$ cat src/rtl/rom_arbiter.sv
// Round-robin arbiter sharing one combinational ROM read port between instruction fetch and data load.
// Grants are combinational; each response follows its grant by exactly one cycle, at one word per cycle.
module rom_arbiter #(
  parameter int ADDRESS_WIDTH = 12,
  parameter int DATA_WIDTH    = 32
) (
  input  logic                     clk,
  input  logic                     rst_n,
  input  logic                     if_req,
  input  logic [ADDRESS_WIDTH-1:0] if_addr,
  output logic                     if_gnt,
  output logic                     if_rvalid,
  input  logic                     ld_req,
  input  logic [ADDRESS_WIDTH-1:0] ld_addr,
  output logic                     ld_gnt,
  output logic                     ld_rvalid,
  output logic                     ld_err,
  output logic [DATA_WIDTH-1:0]    rdata,
  output logic [ADDRESS_WIDTH-1:0] rom_addr,
  input  logic [DATA_WIDTH-1:0]    rom_instr
);

  typedef enum logic [1:0] {
    IDLE    = 2'd0,
    RESP_IF = 2'd1,
    RESP_LD = 2'd2
  } state_t;

  state_t                   state_q, state_d;
  logic                     prio_ld_q, prio_ld_d;   // 1 = load wins a tie
  logic [ADDRESS_WIDTH-1:0] rom_addr_q, rom_addr_d;
  logic [DATA_WIDTH-1:0]    rdata_q, rdata_d;
  logic                     err_q, err_d;

  // Grants are gated by reset so nothing is accepted while rst_n is low.
  assign if_gnt = rst_n & if_req & (~ld_req | ~prio_ld_q);
  assign ld_gnt = rst_n & ld_req & (~if_req | prio_ld_q);

  always_comb begin
    state_d    = IDLE;
    prio_ld_d  = prio_ld_q;
    rom_addr_d = rom_addr_q;
    rdata_d    = rdata_q;
    err_d      = 1'b0;
    rom_addr   = rom_addr_q;
    if (if_gnt) begin
      state_d    = RESP_IF;
      prio_ld_d  = 1'b1;
      rom_addr   = if_addr;
      rom_addr_d = if_addr;
      rdata_d    = rom_instr;
    end else if (ld_gnt) begin
      state_d    = RESP_LD;
      prio_ld_d  = 1'b0;
      rom_addr   = ld_addr;
      rom_addr_d = ld_addr;
      rdata_d    = rom_instr;
      err_d      = (ld_addr[1:0] != 2'b00);
    end
  end

  always_ff @(posedge clk) begin
    if (!rst_n) begin
      state_q    <= IDLE;
      prio_ld_q  <= 1'b0;
      rom_addr_q <= '0;
      rdata_q    <= '0;
      err_q      <= 1'b0;
    end else begin
      state_q    <= state_d;
      prio_ld_q  <= prio_ld_d;
      rom_addr_q <= rom_addr_d;
      rdata_q    <= rdata_d;
      err_q      <= err_d;
    end
  end

  assign if_rvalid = (state_q == RESP_IF);
  assign ld_rvalid = (state_q == RESP_LD);
  assign ld_err    = (state_q == RESP_LD) & err_q;
  assign rdata     = rdata_q;

endmodule

$ cat config.mk
export PLATFORM = sky130hd
export DESIGN_NAME = rom_arbiter
export DESIGN_NICKNAME = d
export VERILOG_FILES = /design/src/rtl/rom_arbiter.sv
export SDC_FILE = /design/constraint.sdc
export NUM_CORES = 1
export LEC_CHECK = 0
export BUFFER_PORTS_ARGS = -buffer_cell sky130_fd_sc_hd__buf_2
export CORE_MARGIN = 5
export CORE_UTILIZATION = 40
export CTS_BUF_LIST = sky130_fd_sc_hd__clkbuf_4 sky130_fd_sc_hd__clkbuf_8
export CTS_CLUSTER_SIZE = 20
export DETAILED_ROUTE_END_ITERATION = 10
export PLACE_DENSITY = 0.71
export SLEW_MARGIN = 20
export SYNTH_ARGS = -nofsm -noshare
export SYNTH_HDL_FRONTEND = slang
export SYNTH_SLANG_ARGS = --single-unit
$ cat constraint.sdc
create_clock -name clk -period 1.5 [get_ports clk]
set_input_delay 0.225 -clock clk [delete_from_list [all_inputs] [get_ports clk]]
set_output_delay 0.225 -clock clk [all_outputs]
set_load 0.02 [all_outputs]
==> impl_metrics.env <==
export IMPL_final_common_cell="sky130_fd_sc_hd__buf_2"
export IMPL_timing_final_hold_violations=0
export IMPL_setup_violations=12
export IMPL_tritoncts_num_sinks=48
export IMPL_routed_top_layer="met4"
export IMPL_sequential_share_of_the_synthesized_area=0.428
export IMPL_syn_area_per_cell_um2=8.17
export IMPL_cap_viol_max_count=0
export IMPL_most_common_layout_cells="sky130_fd_sc_hd__buf_2, sky130_fd_sc_hd__nand2_1, sky130_fd_sc_hd__dfxtp_1, sky130_fd_sc_hd__a21oi_1, sky130_fd_sc_hd__buf_4"
export IMPL_seqPwrFrac=0.439
export IMPL_die_y_um=84.9
export IMPL_die_area_um2=7210
export IMPL_wirelength_met1_um=2710
export IMPL_hold_path_class="input pin to flip-flop"
export IMPL_power_total_uw=3180
export IMPL_period_share=1.11
export IMPL_tritoncts_clock_tree="done"
export IMPL_hpwlAfterDp_um=4380
export IMPL_fmax_mhz=603
export IMPL_worst_pin_slew_ns=0.446
export IMPL_routed_wl_met3_um=483
export IMPL_netSwitchingPower_uw=850
export IMPL_post_place_ws_ns=-0.0660
export IMPL_clock_pin_slew_worst_setup_and_hold_paths_ns=0.09
export IMPL_clkPwrFrac=0.333
export IMPL_drt_wirelength_per_cell_um=13.2
export IMPL_grt_max_degree=42
export IMPL_via_per_inst=5.05
export IMPL_root_buffer="sky130_fd_sc_hd__clkbuf_8"
export IMPL_floorplan_core_area_um2=5470
export IMPL_drt_antenna_violating_nets=0
export IMPL_area_delta_synth_final_pct=40.2
export IMPL_cts_buffer_depth=2
export IMPL_detail_route_iter0_violations=91
export IMPL_netSwitchingFraction=0.268
export IMPL_die_w_um=84.9
export IMPL_via_count_of_the_first_global_routing_pass=2243
export IMPL_maxSlewHeadroom=0.702
export IMPL_grt_antenna_before_repair=0
export IMPL_final_layout_size_suffix_gt1_frac=0.409
export IMPL_comb_power_share=0.228
export IMPL_cellLeakagePower_uw=0.00144
export IMPL_skew_ns=0.00470
export IMPL_synth_warnings=0
export IMPL_detailroute_via_count=2312
export IMPL_critPathLaunchType="flip-flop"
export IMPL_synth_cells=275
export IMPL_worstSkewPairLatency_ns=0.29
export IMPL_antenna_cells=0
export IMPL_ys_seq_elements=48
export IMPL_powerDensity_nw_per_um2=1010
export IMPL_violated_checks="setup timing"
export IMPL_global_route_usage_total=0.166
export IMPL_critical_path_peak_fanout=5
export IMPL_end_kind="primary output"
export IMPL_syn_num_nets=335
export IMPL_worst_endpoint_arrival_ns=1.43
export IMPL_io_buffers=108
export IMPL_cts_htree_levels=2
export IMPL_overflow=0
export IMPL_grt_setup_unrepaired="yes"
export IMPL_tritoncts_num_buffers=5
export IMPL_route_met2_wl_um=2820
export IMPL_status="finished with violations"
export IMPL_intPower_uw=2330
export IMPL_worst_ep_required_time_ns=1.27
export IMPL_grt_first_pass_wirelength_um=10200
export IMPL_path_class="flip-flop to primary output"
export IMPL_synthesis_area_um2=2250
export IMPL_vdd_ir_drop_max_uv=603
export IMPL_whs_ns=0.163
export IMPL_final_nets=446
export IMPL_detail_route_drc_violations=0
export IMPL_final_max_slew_viol_count=0
export IMPL_wl_um=6060
export IMPL_flip_flop_cell_with_the_highest_count_after_synthesis="sky130_fd_sc_hd__dfxtp_1"
export IMPL_synth_enable_flop_cells=0
export IMPL_asyncSetResetFlopFracSynth=0
export IMPL_place_congestion=0.817
export IMPL_ios=109
export IMPL_min_period_ns=1.66
export IMPL_row_count=27
export IMPL_start_util=0.410
export IMPL_setup_ws_ns=-0.158
export IMPL_drt_pass1_iter_count=4
export IMPL_post_synth_num_cell_types=29
==> metal layers <==
layer / track usage / up-vias
met4: 0.0460 / 0
met3: 0.0466 / 4
met1: 0.211 / 1047
li1: - / 1171
met5: 0 / -
met2: 0.278 / 90
==> state kept, by name, summed over array words and instances, names as in the netlist <==
name,cells
rdata,32
err_q,1
prio_ld_q,1
state_q,2
rom_addr_q,12
==> power groups by stage <==
stage,Combinational (uW),Clock (uW),Sequential [uW]
6_report,724,1060,1390
3_5_place_dp,671,0,1420
5_1_grt,788,1150,1400
4_1_cts,719,1090,1390
3_3_place_gp,660,0,1420
2_1_floorplan,360,0,1480
==> synthesized netlist by cell type (all sizes together) (2+ instances only) <==
| cell | count | share of area |
|---|---|---|
| dfxtp | 48 | 0.43 |
| nand2b | 10 | 0.028 |
| a21oi | 44 | 0.10 |
| nor3 | 22 | 0.049 |
| mux2i | 10 | 0.045 |
| clkbuf | 3 | 0.0050 |
| a211oi | 20 | 0.085 |
| o21ai | 2 | 0.0061 |
| nor2b | 12 | 0.033 |
| nand2 | 66 | 0.11 |
| o32ai | 2 | 0.0078 |
| buf | 20 | 0.055 |
| and3 | 2 | 0.0056 |
| nor4 | 2 | 0.0056 |
| inv | 2 | 0.0033 |
| and4b | 2 | 0.0089 |
| o22ai | 2 | 0.0056 |
| o21a | 2 | 0.0067 |
==> through the flow <==
step / area (um2) / std cells / utilization / setup TNS (ns)
2_1_floorplan: 2250 / 275 / - / 0
3_3_place_gp: 2900 / 446 / 0.529 / -0.0635
3_5_place_dp: 2900 / 446 / 0.529 / -0.181
4_1_cts: 3130 / 458 / 0.572 / -1.61
5_1_grt: 3150 / 458 / 0.575 / -2.30
6_report: 3150 / 458 / 0.575 / -1.45
==> path summary, 6_finish.rpt <==
path,start,end,slack [ns],cells past startpoint
max,prio_ld_q,rom_addr[8],-0.16,5
min,rom_instr[30],rdata[30],0.16,3
max reg2reg,prio_ld_q,rom_addr_q[11],0.40,5
min reg2reg,rdata[30],rdata[30],0.45,2
==> critical path, cell delays in order, from the launching register on <==
cell	delay, ns
sky130_fd_sc_hd__dfxtp_2	0.37
sky130_fd_sc_hd__nand2_4	0.09
sky130_fd_sc_hd__buf_4	0.15
sky130_fd_sc_hd__mux2i_2	0.15
sky130_fd_sc_hd__a211oi_2	0.20
sky130_fd_sc_hd__buf_4	0.18
==> final cells by class <==
type / count / area [um2]
clock buffer: 5 / 68.8
fill: 527 / 2320
tap: 72 / 90.1
clock inverter: 2 / 60.1
sequential: 48 / 962
timing repair buffer: 127 / 772
multi-input combinational: 202 / 1190
inverter: 2 / 7.51
==> what timing repair did <==
action | CTS | global route
gates resized for setup | 18 | 4
hold buffers | 0 | 0
pin swaps | 11 | 0
buffers inserted | 5 | 0
endpoints found under the setup margin | 12 | 12
endpoints found under the hold margin | 0 | 0
==> cell families (layout without fill, tap and decap cells) <==
kind of cell           Yosys count  count (layout)  share of synthesized area
buffers and inverters           25             136                     0.0635
and+or+nand+nor                120             120                      0.253
DFF                             48              48                      0.428
muxes                           10              10                     0.0446
AOI/OAI and AO/OA               72              72                      0.211
No activity file was read; power rests on OpenSTA's default activity.
